$ cat src/rtl/mm_skew_feeder_pkg.sv
// mm_skew_feeder_pkg
// Shared definitions for the systolic-array operand feeder:
//   - FSM state encoding (legacy-compatible localparam constants)
//   - operand matrix select encoding
//   - default array geometry
//   - wavefront count and diagonal-band helpers
package mm_skew_feeder_pkg;

    typedef logic [2:0] fsm_state_t;

    localparam fsm_state_t ST_IDLE = 3'd0;
    localparam fsm_state_t ST_CLR  = 3'd1;
    localparam fsm_state_t ST_LOAD = 3'd2;
    localparam fsm_state_t ST_WAIT = 3'd3;
    localparam fsm_state_t ST_FIN  = 3'd4;

    typedef enum logic {
        SEL_A = 1'b0,
        SEL_B = 1'b1
    } mat_sel_e;

    localparam int DEF_N  = 2;
    localparam int DEF_DW = 2;

    // Number of skewed wavefronts needed to push an NxN product through
    // an NxN array: the last element enters PE[N-1][N-1] at t = 3N-3.
    function automatic int wave_count(input int n);
        return 3 * n - 2;
    endfunction

    // True when lane idx carries a real matrix element on wavefront t,
    // i.e. the diagonal offset t-idx lies inside the matrix.
    function automatic logic in_band(input int t, input int idx, input int n);
        return ((t - idx) >= 0) && ((t - idx) < n);
    endfunction

endpackage

$ cat src/rtl/mm_skew_feeder_if.sv
// mm_skew_feeder_if
// Bundles the operand write port, job control, PE handshake and the
// skewed edge feeds of the systolic array feeder.
//   master : operand writer / array integrator side (drives writes,
//            start and done_pe_in; observes feeds and status)
//   slave  : the feeder itself
// Signals:
//   wr_en, wr_sel, wr_row, wr_col, wr_data : operand element write
//   start       : begin a job
//   done_pe_in  : done_pe of PE[i][j] at bit i*N+j
//   acc_clr     : one-cycle accumulator clear pulse
//   load_out    : one-cycle load pulse per wavefront
//   row_feed    : row_in of PE[i][0] at [i*DW +: DW]
//   col_feed    : col_in of PE[0][j] at [j*DW +: DW]
//   busy, done, timeout_err : job status
interface mm_skew_feeder_if #(
    parameter int N  = 2,
    parameter int DW = 2,
    parameter int AW = 1
);
    logic              wr_en;
    logic              wr_sel;
    logic [AW-1:0]     wr_row;
    logic [AW-1:0]     wr_col;
    logic [DW-1:0]     wr_data;
    logic              start;
    logic [N*N-1:0]    done_pe_in;
    logic              acc_clr;
    logic              load_out;
    logic [N*DW-1:0]   row_feed;
    logic [N*DW-1:0]   col_feed;
    logic              busy;
    logic              done;
    logic              timeout_err;

    modport master (
        output wr_en, wr_sel, wr_row, wr_col, wr_data, start, done_pe_in,
        input  acc_clr, load_out, row_feed, col_feed, busy, done, timeout_err
    );

    modport slave (
        input  wr_en, wr_sel, wr_row, wr_col, wr_data, start, done_pe_in,
        output acc_clr, load_out, row_feed, col_feed, busy, done, timeout_err
    );
endinterface

$ cat src/rtl/mm_skew_feeder_done_collector.sv
// mm_done_collector
// Sticky OR of the per-PE done flags for the current wavefront. PEs may
// report done in any order and need not hold the flag; once every bit has
// been seen, all_done rises. all_done includes the current-cycle flags so
// the feeder can advance in the same cycle the last PE reports.
// Ports:
//   clk, rst  : clock, synchronous active-high reset
//   clr       : clear the mask (new wavefront issued)
//   en        : accumulate done_in this cycle
//   done_in   : per-PE done flags
//   all_done  : every PE has reported since the last clear (only while en)
module mm_done_collector #(
    parameter int NB = 4
) (
    input  logic          clk,
    input  logic          rst,
    input  logic          clr,
    input  logic          en,
    input  logic [NB-1:0] done_in,
    output logic          all_done
);

    logic [NB-1:0] mask_q;

    always_ff @(posedge clk) begin
        if (rst || clr) begin
            mask_q <= '0;
        end else if (en) begin
            mask_q <= mask_q | done_in;
        end
    end

    assign all_done = en && (&(mask_q | done_in));

endmodule

$ cat src/rtl/mm_skew_feeder.sv
// mm_skew_feeder
// Upstream stage of the NxN systolic matrix multiplier. Stores operand
// matrices A and B, then drives the array's west edge (row_feed) and
// north edge (col_feed) with diagonally skewed wavefronts. Each wavefront
// is announced with a one-cycle load_out pulse; the next one is issued
// only after every PE has reported done_pe. acc_clr pulses once at job
// start to clear the PE accumulators.
// Ports:
//   clk  : rising-edge clock
//   rst  : synchronous, active-high reset
//   bus  : mm_skew_feeder_if.slave (write port, start, done_pe_in,
//          acc_clr, load_out, row_feed, col_feed, busy, done, timeout_err)
// Configuration:
//   FEED_TIMEOUT_EN : when defined, a per-wavefront watchdog aborts the
//                     job after TMO cycles in WAIT without a full done mask
//                     and sets the sticky timeout_err flag. When undefined,
//                     WAIT has no bound and timeout_err is tied low.
module mm_skew_feeder
    import mm_skew_feeder_pkg::*;
#(
    parameter int N   = DEF_N,
    parameter int DW  = DEF_DW,
    parameter int AW  = (N > 1) ? $clog2(N) : 1,
    parameter int TMO = 64
) (
    input  logic           clk,
    input  logic           rst,
    mm_skew_feeder_if.slave bus
);

    localparam int W  = wave_count(N);
    localparam int TW = $clog2(W + 1);

    if (N < 1 || TMO < 1) begin : g_param_chk
        $error("mm_skew_feeder: N and TMO must be at least 1");
    end

    logic [DW-1:0]   a_mem [N][N];
    logic [DW-1:0]   b_mem [N][N];

    fsm_state_t      state;
    fsm_state_t      state_nxt;
    logic [TW-1:0]   wave_t;
    logic [TW-1:0]   load_t;
    logic [N*DW-1:0] row_nxt;
    logic [N*DW-1:0] col_nxt;
    logic [N*DW-1:0] row_p0;
    logic [N*DW-1:0] col_p0;
    logic            all_done;
    logic            wr_ok;
    logic            wd_fire;

    // Column/row offset of the element lane i carries on wavefront t.
    function automatic logic [AW-1:0] lane_idx(input logic [TW-1:0] t, input int i);
        int k;
        k = int'(t) - i;
        return k[AW-1:0];
    endfunction

    // Operand storage: writable only while idle, so a running job always
    // sees a consistent matrix pair.
    assign wr_ok = bus.wr_en && (state == ST_IDLE);

    always_ff @(posedge clk) begin
        if (rst) begin
            for (int r = 0; r < N; r++) begin
                for (int c = 0; c < N; c++) begin
                    a_mem[r][c] <= '0;
                    b_mem[r][c] <= '0;
                end
            end
        end else if (wr_ok) begin
            if (mat_sel_e'(bus.wr_sel) == SEL_B) begin
                b_mem[bus.wr_row][bus.wr_col] <= bus.wr_data;
            end else begin
                a_mem[bus.wr_row][bus.wr_col] <= bus.wr_data;
            end
        end
    end

    // Wavefront about to be issued: 0 when leaving CLR, otherwise the next
    // index after the one currently in flight.
    always_comb begin
        load_t  = (state == ST_CLR) ? '0 : wave_t + TW'(1);
        row_nxt = '0;
        col_nxt = '0;
        for (int i = 0; i < N; i++) begin
            if (in_band(int'(load_t), i, N)) begin
                row_nxt[i*DW +: DW] = a_mem[i][lane_idx(load_t, i)];
                col_nxt[i*DW +: DW] = b_mem[lane_idx(load_t, i)][i];
            end
        end
    end

    always_comb begin
        state_nxt = state;
        case (state)
            ST_IDLE: if (bus.start) state_nxt = ST_CLR;
            ST_CLR:  state_nxt = ST_LOAD;
            ST_LOAD: state_nxt = ST_WAIT;
            ST_WAIT: begin
                if (all_done) begin
                    state_nxt = (wave_t == TW'(W - 1)) ? ST_FIN : ST_LOAD;
                end else if (wd_fire) begin
                    state_nxt = ST_IDLE;
                end
            end
            ST_FIN:  state_nxt = ST_IDLE;
            default: state_nxt = ST_IDLE;
        endcase
    end

    // Stage p0: feed registers, loaded together with the LOAD entry and
    // held unchanged through WAIT; zeroed whenever the job ends.
    always_ff @(posedge clk) begin
        if (rst) begin
            state  <= ST_IDLE;
            wave_t <= '0;
            row_p0 <= '0;
            col_p0 <= '0;
        end else begin
            state <= state_nxt;
            if (state_nxt == ST_LOAD) begin
                wave_t <= load_t;
                row_p0 <= row_nxt;
                col_p0 <= col_nxt;
            end else if (state_nxt == ST_IDLE) begin
                wave_t <= '0;
                row_p0 <= '0;
                col_p0 <= '0;
            end
        end
    end

    // Flags raised during LOAD belong to the previous wavefront (PEs drop
    // done_pe on load), so the mask is cleared there and only collects in WAIT.
    mm_done_collector #(
        .NB (N * N)
    ) u_done_collector (
        .clk      (clk),
        .rst      (rst),
        .clr      (state == ST_LOAD),
        .en       (state == ST_WAIT),
        .done_in  (bus.done_pe_in),
        .all_done (all_done)
    );

`ifdef FEED_TIMEOUT_EN
    localparam int CW = $clog2(TMO + 1);

    logic [CW-1:0] wd_cnt;
    logic          to_err;

    assign wd_fire = (state == ST_WAIT) && !all_done && (wd_cnt == CW'(TMO - 1));

    always_ff @(posedge clk) begin
        if (rst) begin
            wd_cnt <= '0;
            to_err <= 1'b0;
        end else begin
            wd_cnt <= (state == ST_WAIT) ? wd_cnt + CW'(1) : '0;
            if (wd_fire) begin
                to_err <= 1'b1;
            end else if (state == ST_IDLE && bus.start) begin
                to_err <= 1'b0;
            end
        end
    end

    assign bus.timeout_err = to_err;
`else
    assign wd_fire         = 1'b0;
    assign bus.timeout_err = 1'b0;
`endif

    assign bus.acc_clr  = (state == ST_CLR);
    assign bus.load_out = (state == ST_LOAD);
    assign bus.done     = (state == ST_FIN);
    assign bus.busy     = (state != ST_IDLE);
    assign bus.row_feed = row_p0;
    assign bus.col_feed = col_p0;

endmodule

$ cat src/flat_wrapper.sv
// flat-port wrapper written by rule: the top's interface ports become plain ports
module mm_skew_feeder_flat import mm_skew_feeder_pkg::*;
#(
    parameter int N   = DEF_N,
    parameter int DW  = DEF_DW,
    parameter int AW  = (N > 1) ? $clog2(N) : 1,
    parameter int TMO = 64
)
  (clk, rst, bus_wr_en, bus_wr_sel, bus_wr_row, bus_wr_col, bus_wr_data, bus_start, bus_done_pe_in, bus_acc_clr, bus_load_out, bus_row_feed, bus_col_feed, bus_busy, bus_done, bus_timeout_err);
  mm_skew_feeder_if #(.N(N), .DW(DW), .AW(AW)) bus_i ();
  input  logic clk;
  input  logic rst;
  input wire logic [$bits(bus_i.wr_en)-1:0] bus_wr_en;
  input wire logic [$bits(bus_i.wr_sel)-1:0] bus_wr_sel;
  input wire logic [$bits(bus_i.wr_row)-1:0] bus_wr_row;
  input wire logic [$bits(bus_i.wr_col)-1:0] bus_wr_col;
  input wire logic [$bits(bus_i.wr_data)-1:0] bus_wr_data;
  input wire logic [$bits(bus_i.start)-1:0] bus_start;
  input wire logic [$bits(bus_i.done_pe_in)-1:0] bus_done_pe_in;
  output wire logic [$bits(bus_i.acc_clr)-1:0] bus_acc_clr;
  output wire logic [$bits(bus_i.load_out)-1:0] bus_load_out;
  output wire logic [$bits(bus_i.row_feed)-1:0] bus_row_feed;
  output wire logic [$bits(bus_i.col_feed)-1:0] bus_col_feed;
  output wire logic [$bits(bus_i.busy)-1:0] bus_busy;
  output wire logic [$bits(bus_i.done)-1:0] bus_done;
  output wire logic [$bits(bus_i.timeout_err)-1:0] bus_timeout_err;
  assign bus_i.wr_en = bus_wr_en;
  assign bus_i.wr_sel = bus_wr_sel;
  assign bus_i.wr_row = bus_wr_row;
  assign bus_i.wr_col = bus_wr_col;
  assign bus_i.wr_data = bus_wr_data;
  assign bus_i.start = bus_start;
  assign bus_i.done_pe_in = bus_done_pe_in;
  assign bus_acc_clr = bus_i.acc_clr;
  assign bus_load_out = bus_i.load_out;
  assign bus_row_feed = bus_i.row_feed;
  assign bus_col_feed = bus_i.col_feed;
  assign bus_busy = bus_i.busy;
  assign bus_done = bus_i.done;
  assign bus_timeout_err = bus_i.timeout_err;
  mm_skew_feeder #(.N(N), .DW(DW), .AW(AW), .TMO(TMO)) u_core (.clk(clk), .rst(rst), .bus(bus_i));
endmodule
$ cat config.mk
export PLATFORM = sky130hd
export DESIGN_NAME = mm_skew_feeder_flat
export DESIGN_NICKNAME = d
export VERILOG_FILES = /design/src/rtl/mm_skew_feeder_pkg.sv /design/src/rtl/mm_skew_feeder_if.sv /design/src/rtl/mm_skew_feeder_done_collector.sv /design/src/rtl/mm_skew_feeder.sv /design/src/flat_wrapper.sv
export SDC_FILE = /design/constraint.sdc
export NUM_CORES = 1
export LEC_CHECK = 0
export ABC_AREA = 1
export CAP_MARGIN = 10
export CORE_ASPECT_RATIO = 0.9
export CORE_MARGIN = 3
export CORE_UTILIZATION = 47
export DETAILED_ROUTE_END_ITERATION = 10
export GPL_TIMING_DRIVEN = 0
export PLACE_DENSITY = 0.74
export SLEW_MARGIN = 40
export SYNTH_ARGS = -nofsm -noshare
export SYNTH_HDL_FRONTEND = slang
export SYNTH_SLANG_ARGS = --single-unit
$ cat constraint.sdc
create_clock -name clk -period 1.5 [get_ports clk]
set_input_delay 0.45 -clock clk [delete_from_list [all_inputs] [get_ports clk]]
set_output_delay 0.45 -clock clk [all_outputs]
set_load 0.05 [all_outputs]
# Yosys cells after proc, flatten, opt, wreduce, memory -nomap -nowiden
# Memory sizes are Yosys's and may differ from the RTL's.
# Cells that the tools add are included.
# W data, S select, Z words.
[word_totals]
input_bits = 13
mem_bits_ro = 0
latchBits = 0
register_bits = 18
n_memories = 2
out_inout_bits = 13
mem_bits_rw = 16
[mem_list]
columns = ["memory", "depth", "width", "read_ports", "rd_clocked_by_memory_dff", "write_ports", "line", "rtl"]
rows = [
  ["u_core.a_mem", 2, 4, 2, 0, 2, "mm_skew_feeder.sv:38", "logic [DW-1:0] a_mem [N][N];"],
  ["u_core.b_mem", 2, 4, 2, 0, 2, "mm_skew_feeder.sv:39", "logic [DW-1:0] b_mem [N][N];"],
]
[classes]
div = 0
magnitude_cmp = 8
addsub = 2
n_shift = 0
n_reduce_logical = 13
bitwise = 4
multipliers = 0
n_eq_ne = 6
mux = 38
[ops]
columns = ["op", "count"]
rows = [
  ["$mux W4", 9],
  ["$ge A32 B1 Y1 const B", 1],
  ["$lt A32 B3 Y1 const B", 1],
  ["$mux W2", 11],
  ["$mux W3", 6],
  ["$eq A3 B2 Y1 const B", 4],
  ["$pmux W3 S4", 1],
  ["$mux W1", 10],
  ["$reduce_or A4 Y1", 2],
  ["$ge A2 B2 Y1 const B", 3],
  ["$logic_not A3 Y1", 2],
  ["$not A1 Y2", 3],
  ["$logic_and A1 B1 Y1", 5],
  ["$or A4 B4 Y4", 1],
  ["$reduce_and A4 Y1", 1],
  ["$sub A3 B1 Y4 const B", 1],
  ["$add A3 B1 Y3 const B", 1],
  ["$eq A3 B1 Y1 const B", 1],
  ["$eq A3 B3 Y1 const B", 1],
  ["$ge A3 B1 Y1 const B", 1],
  ["$lt A3 B2 Y1 const B", 1],
  ["$reduce_bool A3 Y1", 1],
  ["$demux W2 S1", 1],
  ["$lt A2 B1 Y1 const B", 1],
  ["2 further kinds", 2],
]

# Depth between registers and ports, before layout
# Gate-level depths: netlist of run 1.
[depth]
depth_word = 9
depth_mapped = 13
depth_no_buf = 12

# Cells and area by module
# A second synthesis of run 1 with hierarchy kept.
[unflattened]
cells_unflattened = 209
area_unflattened_um2 = 1629.1
[by_module_without_submodules]
columns = ["mod", "area_per_inst_um2", "cells_each", "n_inst"]
rows = [
  ["mm_skew_feeder", 1457.6, 184, 1],
  ["mm_done_collector", 171.4, 25, 1],
]

# Least setup slack after synthesis of run 1
# Ideal clock, no wire load.
[synth_timing]
path_type = "register to output"
startpoint = "register u_core.state[2]"
endpoint = "output port bus_done"
t_arrival_ps = 1450
path_slack_ps = -400
path_stages_with_launch = 3
path_cell_list = "dfxtp_1 > inv_2 > nor3_1"
[synth_via]
elab_chain_len = 1
[synth_lines]
columns = ["item", "line", "rtl"]
rows = [
  ["start, declared", "mm_skew_feeder.sv:41", "fsm_state_t state;"],
  ["start signal, assigned", "mm_skew_feeder.sv:122", "state <= state_nxt;"],
  ["$eq A3 B3 Y1", "mm_skew_feeder.sv:178", "assign bus.done = (state == ST_FIN);"],
  ["end, declared", "flat_wrapper.sv:25", "output wire logic [$bits(bus_i.done)-1:0] bus_done;"],
]
# Every way passes these cells.

# Final worst setup path of run 1
[layout_timing]
startpoint = "register u_core.state[0]"
endpoint = "output port bus_load_out"
[layout_via]
elab_chain_len = 1
[layout_lines]
columns = ["item", "line", "rtl"]
rows = [
  ["$eq A3 B2 Y1", "mm_skew_feeder.sv:177", "assign bus.load_out = (state == ST_LOAD);"],
  ["end, declared", "flat_wrapper.sv:21", "output wire logic [$bits(bus_i.load_out)-1:0] bus_load_out;"],
]
# Every way passes these cells.

==> results.json, run 1 <==
{
  "synth-seq-area-share_pct": 51.1,
  "grt_max_degree": 12,
  "clk_latency_ns": 0.28,
  "grt_use_met2_pct": 32.8,
  "grtUsageTotal_pct": 20.6,
  "wl_um": 4040,
  "arrival_ns": 1.11,
  "viasPerCell": 4.95,
  "skew_ns": 0.00759,
  "hp-start": "u_core.bus.row_feed[0]",
  "yosys_register_bits": 34,
  "ios": 26,
  "yosysMostFrequentCell": "nand2_1",
  "hp-class": "flop to flop",
  "die-area_um2": 4250,
  "pwr_density_cell_nw_per_um2": 946,
  "yosys-top-cells-area": "edfxtp_1, dfxtp_1, nand2_1",
  "gr-total-overflow": 0,
  "die_w_um": 68.4,
  "cp-end-kind": "output port",
  "initial_core_util_pct": 51.3,
  "holdPathStages": 2,
  "path_clk_slew_ns": 0.07,
  "maxCapViolCount": 0,
  "p_leak_nw": 1.06,
  "ys_types": 25,
  "first_global_vias": 1424,
  "cp_slowest_cell": "dfxtp_4",
  "drc": 0,
  "htreeDepth": 2,
  "cts_root_buffer": "clkbuf_8",
  "synth_flop_cell": "dfxtp_1",
  "rr_endpoint": "u_core.bus.row_feed[2]",
  "antenna_found_initial": 0,
  "dp_hpwl_um": 2310,
  "r2r.worst_path.cells": 13,
  "worst_ep_required_time_ns": 1.05,
  "port-buffer-count": 23,
  "dieHeight_um": 62.2,
  "synth_edf_count": 16,
  "placed_area_um2": 1950,
  "min_period_ns": 1.56,
  "drt_iter0_drc": 67,
  "busiest_layer": "met2",
  "met1_usage_pct": 25.3,
  "core_area_um2": 3210,
  "yosysTopAreaCell": "edfxtp_1",
  "drtPass1Iterations": 4,
  "syn_nets": 230,
  "fillers": 214,
  "cts_tree": "yes",
  "via_count": 1495,
  "hold_viol": 0,
  "nets": 276,
  "ctsHoldBuffers": 0,
  "cp-start-kind": "flop",
  "wl_per_cell_um": 13.4,
  "whs_endpoint": "u_core.bus.row_feed[0]",
  "preCtsSetupSlack_ns": -0.531,
  "critical_path.max_stage_delay_ns": 0.39,
  "grt_first_pass_wirelength_um": 6500,
  "grtUsageMet3_pct": 7.03,
  "yosys_warnings": 0,
  "syn_inst": 213,
  "gp_congestion": 0.799,
  "syn_area_um2": 1650,
  "vdd.ir_drop.worst_mv": 0.649,
  "max_freq_mhz": 642,
  "std_cell_rows": 19,
  "crit_type": "flop to output port",
  "avgSynthCellArea_um2": 7.73,
  "diodes": 0,
  "layout_worst_path_cycle_share_pct": 104,
  "fin_ws_ns": -0.0585,
  "r2r_start": "u_core.state[1]",
  "rrSetupSlack_ns": -0.05,
  "slew_headroom_pct": 60.0,
  "synth_common_cells": "nand2_1, nor2_1, inv_1",
  "async_flop_share_pct": 0,
  "cp_max_fo": 5,
  "worst_pin_slew_ns": 0.600,
  "violations": "setup timing",
  "cts_buffers": 5,
  "ant_nets": 0,
  "setup_viol": 15,
  "cts.sinks": 34,
  "cts_buffer_depth": 2,
  "syn2layout_area_growth_pct": 51.5,
  "rsz0062_at_grt": "yes",
  "status": "complete, but fails checks",
  "fin_area_um2": 2490,
  "netlist.area_leader.share_pct": 29.2,
  "slew_violations": 0,
  "path_cells": "nor2_4 > nand2_1 > inv_1 > buf_6",
  "final_layout_size_suffix_gt1_share_pct": 43.8
}
-- metal layers --
layer	part of all wire, %	wire (um)
met2	50	2020
met1	43	1730
met4	2.2	87
met3	4.8	195
met5	0	0
-- report_power, final --
part / leakage (nW) / switching (W) / total, W / internal, W
Clock: 0.0452 / 0.000333 / 0.000660 / 0.000327
Combinational: 0.701 / 0.000399 / 0.000660 / 0.000261
Sequential: 0.315 / 0.0000286 / 0.00104 / 0.00101
Total: 1.06 / 0.000761 / 0.00236 / 0.00160
-- final cells by class --
cell class / instances / area, um^2 / share of cell area, %
Sequential cell: 34 / 857 / 34.4
Inverter: 25 / 110 / 4.41
Timing Repair Buffer: 39 / 369 / 14.8
Clock buffer: 6 / 72.6 / 2.91
Multi-Input combinational cell: 148 / 970 / 38.9
Tap cell: 42 / 52.6 / 2.11
Clock inverter: 2 / 13.8 / 0.552
Buffer: 6 / 50.0 / 2.01
-- through the flow --
step	total power [W]	TNS, ns	cells	util (%)	hold slack, ns
floorplan	0.00138	-0.0301	213	-	0.429
global placement	0.00150	-17.74	278	60.8	0.444
detailed placement	0.00151	-18.26	278	60.8	0.454
CTS	0.00233	-0.473	300	74.7	0.464
global route	0.00247	-2.43	302	77.7	0.490
finish	0.00236	-0.282	302	77.7	0.467
-- kinds of logic (layout without fill, tap and decap cells) --
kind of cell,Yosys count,after routing,synth area share (%)
AND/OR/NAND/NOR,119,119,29.7
flip-flops,34,34,51.1
buffers and inverters,31,78,8.21
AO/OA/AOI/OAI,24,24,7.75
adder cells (fa/ha/maj),4,4,3.04
other,1,1,0.228
-- worst max-delay path, delay by kind of cell, from the launching register on --
kind	cells	cell delay, ns
flops	1	0.39
simple gates	2	0.20
buf+inv	2	0.22
-- flip-flops by register name, summed over array words and instances (netlist names) --
name                            cells
u_core.a_mem                        8
u_core.b_mem                        8
u_core.bus.col_feed                 4
u_core.bus.row_feed                 4
u_core.state                        3
u_core.u_done_collector.mask_q      4
u_core.wave_t                       3
-- worst max path at each step --
stage | start | to | slack, ns | cells after the start
floorplan | rst | u_core.a_mem[1][0] | -0.02 | 4
global placement | bus_done_pe_in[1] | u_core.bus.col_feed[3] | -0.52 | 9
detailed placement | bus_done_pe_in[1] | u_core.bus.col_feed[0] | -0.53 | 9
CTS | u_core.state[2] | u_core.b_mem[1][0] | -0.07 | 8
global route | u_core.state[1] | u_core.bus.row_feed[3] | -0.13 | 13
finish | u_core.state[0] | bus_load_out | -0.06 | 4
-- cell usage in the layout (no fill, tap or decap), types with 3 or more instances in the layout --
master	n
dfxtp_4	4
nand2_4	5
nand2_2	20
clkbuf_8	5
dfxtp_1	13
ha_4	4
nor2_4	7
buf_4	12
nand2_1	40
a21oi_2	6
clkdlybuf4s50_1	3
dlygate4sd2_1	7
inv_2	8
a21oi_1	11
o21ai_1	3
nand3_4	3
inv_1	12
clkdlybuf4s15_2	6
nor2_2	3
buf_6	11
edfxtp_1	16
nor2_1	34
-- repair_timing --
action	4_1_cts	5_1_grt
endpoints found under the setup margin	43	39
setup buffers	12	2
gates resized for setup	133	33
cloned	2	0
pin swaps	33	21
No activity file was read; power rests on OpenSTA's default activity.
==> run 2, diff against run 1 <==
- CAP_MARGIN: 10 -> 20
- RECOVER_POWER: unset -> 100
==> results.json, run 2 (synthesized netlist as in run 1, its figures left out) <==
{
  "gp_congestion": 0.799,
  "clk_latency_ns": 0.29,
  "hp-start": "u_core.bus.row_feed[0]",
  "layout_common_cells": "nand2_1, nor2_1, nand2_2, edfxtp_1",
  "antenna_found_initial": 0,
  "rrSetupSlack_ns": -0.06,
  "combPwrFrac_pct": 27.9,
  "hp-class": "flop to flop",
  "ctsHoldBuffers": 0,
  "fin_ws_ns": -0.0574,
  "drc": 0,
  "wl_per_cell_um": 13.4,
  "grt_first_pass_wirelength_um": 6500,
  "core_area_um2": 3210,
  "cp-end-kind": "output port",
  "postLayoutCoreUtil_pct": 77.6,
  "slew_headroom_pct": 60.0,
  "htreeDepth": 2,
  "r2r_start": "u_core.state[1]",
  "nets": 276,
  "viasPerCell": 4.99,
  "die_w_um": 68.4,
  "holdPathStages": 2,
  "p_sw_share_pct": 32.2,
  "die-area_um2": 4250,
  "maxCapViolCount": 0,
  "finalHoldWorstSlack_ns": 0.468,
  "slew_violations": 0,
  "p_int_w": 0.00160,
  "final_layout_size_suffix_gt1_share_pct": 43.1,
  "vdd.ir_drop.worst_mv": 0.646,
  "dieHeight_um": 62.2,
  "rsz0062_at_grt": "yes",
  "r2r.worst_path.cells": 13,
  "status": "complete, but fails checks",
  "dp_hpwl_um": 2310,
  "fin_tns_setup_ns": -0.286,
  "clkPwrFrac_pct": 28.0,
  "cts_buffers": 5,
  "port-buffer-count": 23,
  "final_common_cell": "nand2_1",
  "via_count": 1506,
  "drtPass1Iterations": 4,
  "violations": "setup timing",
  "startpoint": "u_core.state[0]",
  "initial_core_util_pct": 51.3,
  "gr-total-overflow": 0,
  "whs_endpoint": "u_core.bus.row_feed[0]",
  "diodes": 0,
  "arrival_ns": 1.11,
  "ant_nets": 0,
  "cp-start-kind": "flop",
  "cts_buffer_depth": 2,
  "path_clk_slew_ns": 0.07,
  "layout_worst_path_cycle_share_pct": 104,
  "grt_max_degree": 12,
  "rr_endpoint": "u_core.bus.row_feed[2]",
  "syn2layout_area_growth_pct": 51.3,
  "pwr_density_cell_nw_per_um2": 946,
  "switchingPower_w": 0.000760,
  "worst_pin_slew_ns": 0.600,
  "drt_iter0_drc": 75,
  "grtUsageTotal_pct": 20.6,
  "top_regs": "u_core.a_mem (8), u_core.b_mem (8)",
  "p_leak_nw": 1.06,
  "std_cell_rows": 19,
  "worst_ep_required_time_ns": 1.05,
  "min_period_ns": 1.56,
  "first_global_vias": 1424,
  "cp_max_fo": 5,
  "layoutNonFillerInstCount": 302,
  "placedCellCount": 278,
  "setup_viol": 17,
  "crit_type": "flop to output port",
  "p_seq_share_pct": 44.1,
  "wl_um": 4030,
  "skew_ns": 0.00928,
  "cts_root_buffer": "clkbuf_8",
  "max_freq_mhz": 642,
  "cts.sinks": 34,
  "hold_viol": 0,
  "ios": 26,
  "cts_tree": "yes"
}
run 2: stage by stage:
step / power [W] / setup slack, ns / area (um^2)
2_1_floorplan: 0.00138 / -0.0150 / 1670
3_3_place_gp: 0.00150 / -0.517 / 1950
3_5_place_dp: 0.00151 / -0.531 / 1950
4_1_cts: 0.00233 / -0.0738 / 2400
5_1_grt: 0.00247 / -0.128 / 2490
6_report: 0.00236 / -0.0574 / 2490
run 2: worst max-delay path, stage by stage, from the launching register on:
cell and delay, ns:
dfxtp_4 0.39, nor2_4 0.12, nand2_1 0.08, inv_1 0.07, buf_6 0.15
run 2: cell type report:
class,count,area [um^2]
inverters,25,109
clock inverters,2,13.8
well taps,42,52.6
fillers,216,718
repair buffers,39,369
plain buffers,6,50.0
flip-flops and latches,34,857
clock buffers,6,72.6
multi-input cells,148,967
run 2: what timing repair did:
| action | 4_1_cts | 5_1_grt |
|---|---|---|
| gates cloned | 2 | 0 |
| resized for setup | 133 | 33 |
| buffers inserted | 12 | 2 |
| pin swaps | 33 | 21 |
| setup endpoints to repair | 43 | 39 |
run 2: how the worst max path moves through the flow:
stage | endpoint | slack, ns | depth (start not counted)
floorplan | u_core.a_mem[1][0] | -0.02 | 4
global placement | u_core.bus.col_feed[3] | -0.52 | 9
detailed placement | u_core.bus.col_feed[0] | -0.53 | 9
CTS | u_core.b_mem[1][0] | -0.07 | 8
global route | u_core.bus.row_feed[3] | -0.13 | 13
finish | bus_load_out | -0.06 | 4
run 2: metal layers:
metal  vias to the layer above  share of wire (%)  GRT usage (%)
li1                        757                  -              -
met1                       690                 42           25.3
met2                        46                 50           32.8
met3                        13                4.7           7.03
met4                         0                2.9           7.20
met5                         -                  0              0
run 2: power by group through the flow:
stage / logic, W / registers [W] / clock network [W]
2_1_floorplan: 0.000287 / 0.00109 / 0
3_3_place_gp: 0.000446 / 0.00106 / 0
3_5_place_dp: 0.000450 / 0.00106 / 0
4_1_cts: 0.000614 / 0.00104 / 0.000679
5_1_grt: 0.000709 / 0.00105 / 0.000717
6_report: 0.000658 / 0.00104 / 0.000660
==> run 3, diff against run 2 <==
- ABC_AREA: 1 -> unset
- CORE_UTILIZATION: 47 -> 48
- PLACE_DENSITY: 0.74 -> 0.75
==> results.json, run 3 <==
{
  "status": "complete, but fails checks",
  "violations": "setup timing",
  "worst_pin_slew_ns": 0.568,
  "maxCapViolCount": 0,
  "synth_common_cells": "dfxtp_1, edfxtp_1, nor2_1",
  "drtPass1Iterations": 4,
  "core_area_um2": 3190,
  "layout_common_cells": "edfxtp_1, dfxtp_1, nor2_1, buf_6, buf_4",
  "final_layout_size_suffix_gt1_share_pct": 43.8,
  "pwr_density_cell_nw_per_um2": 932,
  "avgSynthCellArea_um2": 10.8,
  "p_sw_share_pct": 29.1,
  "grt_first_pass_wirelength_um": 6730,
  "slew_headroom_pct": 62.2,
  "clk_latency_ns": 0.29,
  "worst_ep_required_time_ns": 1.05,
  "setup_viol": 46,
  "layout_worst_path_cycle_share_pct": 123,
  "gp_congestion": 0.748,
  "final_common_cell": "edfxtp_1",
  "top_regs": "u_core.a_mem (8), u_core.b_mem (8)",
  "yosysTopAreaCell": "edfxtp_1",
  "cp-start-kind": "flop",
  "yosys_warnings": 0,
  "max_freq_mhz": 540,
  "drc": 0,
  "netlist.area_leader.share_pct": 28.7,
  "syn_area_um2": 1670,
  "startpoint": "u_core.state[0]",
  "yosysMostFrequentCell": "dfxtp_1",
  "drt_iter0_drc": 57,
  "fillers": 222,
  "multi_input_area_um2": 971,
  "path_clk_slew_ns": 0.07,
  "cts.sinks": 34,
  "hp-class": "flop to flop",
  "hold_viol": 0,
  "syn2layout_area_growth_pct": 45.3,
  "std_cell_rows": 19,
  "fin_tns_setup_ns": -8.20,
  "ant_nets": 0,
  "gr-total-overflow": 0,
  "fin_ws_ns": -0.352,
  "synth_edf_count": 16,
  "antenna_found_initial": 0,
  "grtUsageTotal_pct": 22.5,
  "endpoint": "bus_acc_clr",
  "dp_hpwl_um": 2620,
  "crit_type": "flop to output port",
  "viasPerCell": 5.60,
  "syn_inst": 155,
  "ff_latch_area_um2": 851,
  "nets": 217,
  "wl_per_cell_um": 17.1,
  "ctsHoldBuffers": 0,
  "combPwrFrac_pct": 22.8,
  "cts_tree": "yes",
  "holdPathStages": 1,
  "cts_buffer_depth": 2,
  "yosys_register_bits": 34,
  "slew_violations": 0,
  "yosys-top-cells-area": "edfxtp_1, dfxtp_1, mux2_4",
  "ys_types": 44,
  "p_seq_share_pct": 45.4,
  "fin_area_um2": 2430,
  "clkPwrFrac_pct": 31.9,
  "placed_area_um2": 2020,
  "htreeDepth": 2,
  "rr_endpoint": "u_core.bus.col_feed[3]",
  "r2r_start": "u_core.state[0]",
  "p_int_w": 0.00161,
  "p_leak_nw": 1.02,
  "ios": 26,
  "wl_um": 4160,
  "vdd.ir_drop.worst_mv": 0.742,
  "rrSetupSlack_ns": -0.35,
  "syn_nets": 172,
  "switchingPower_w": 0.000659,
  "async_flop_share_pct": 0,
  "synth-seq-area-share_pct": 50.3,
  "diodes": 0,
  "arrival_ns": 1.40,
  "die-area_um2": 4230,
  "cts_root_buffer": "clkbuf_8",
  "initial_core_util_pct": 52.5,
  "grt_max_degree": 12,
  "min_period_ns": 1.85,
  "hp-start": "u_core.bus.col_feed[0]",
  "via_count": 1360,
  "first_global_vias": 1411,
  "cts_buffers": 5,
  "skew_ns": 0.00534,
  "cp-end-kind": "output port",
  "port-buffer-count": 22,
  "r2r.worst_path.cells": 8,
  "cp_max_fo": 6,
  "die_w_um": 68.2,
  "rsz0062_at_grt": "yes",
  "synth_flop_cell": "dfxtp_1",
  "dieHeight_um": 62.0
}
## run 3: changes by cell type in the layout (fill, tap and decap cells not counted), moves of 8 or more
cell / before / now
nand2_2: 19 / 0
nor2_1: 34 / 13
nand2b_1: 0 / 8
inv_1: 13 / 1
nand2_1: 41 / 2
## run 3: metal layers
metal	track usage, %	share of wire [%]
met5	0	0
met4	6.80	1.1
met3	6.65	3.4
met2	39.1	53
met1	27.0	43
## run 3: final cells by class
type | instances | area share, %
clock buffer | 6 | 3.40
buffer | 7 | 1.91
timing repair buffer | 40 | 15.4
tap | 42 | 2.16
inverter | 7 | 1.60
multi-input combinational | 105 | 40.0
sequential | 34 | 35.0
clock inverter | 2 | 0.515
## run 3: through the flow
stage / setup WS (ns) / cells / util, % / hold WS, ns / total power (W)
after CTS: -0.364 / 240 / 74.7 / 0.471 / 0.00224
final: -0.352 / 243 / 76.3 / 0.465 / 0.00226
after detailed placement: -0.823 / 219 / 63.5 / 0.451 / 0.00144
after global routing: -0.444 / 243 / 76.3 / 0.487 / 0.00235
after global placement: -0.773 / 219 / 63.5 / 0.446 / 0.00143
after floorplan: -0.406 / 155 / - / 0.437 / 0.00133
## run 3: cells by family (layout without fill, tap and decap cells)
kind of cell	after synthesis	count (layout)	share of synthesized area [%]
flops	34	34	50.3
compound gates	36	36	15.2
mux	10	10	7.26
simple gates	54	54	19.7
buf+inv	16	62	4.34
other cells	1	1	0.224
fa+ha+maj	4	4	2.99
## run 3: worst min path at each step
stage,end,slack (ns)
2_1_floorplan,u_core.u_done_collector.mask_q[0],0.44
3_3_place_gp,u_core.bus.col_feed[1],0.45
3_5_place_dp,u_core.bus.row_feed[1],0.45
4_1_cts,u_core.bus.row_feed[1],0.47
5_1_grt,u_core.bus.col_feed[0],0.49
6_report,u_core.bus.col_feed[0],0.46
## run 3: power groups by stage
stage,sequential [W],combinational [W],clock (W)
after floorplan,0.00107,0.000257,0
after global placement,0.00105,0.000381,0
after detailed placement,0.00105,0.000390,0
after CTS,0.00103,0.000485,0.000726
after global routing,0.00103,0.000543,0.000772
final,0.00103,0.000515,0.000721
## run 3: critical path, cell delays in order, from the launching register on
cell and delay [ns]:
dfxtp_4 0.38, or3b_4 0.43, clkinv_8 0.06, buf_4 0.10
buf_8 0.13
## run 3: repair_timing
item                                    4_1_cts  5_1_grt
cloned                                        0        0
buffers inserted                             14        5
resized for setup                           100       18
endpoints found under the setup margin       57       48
pin swaps                                    14       12
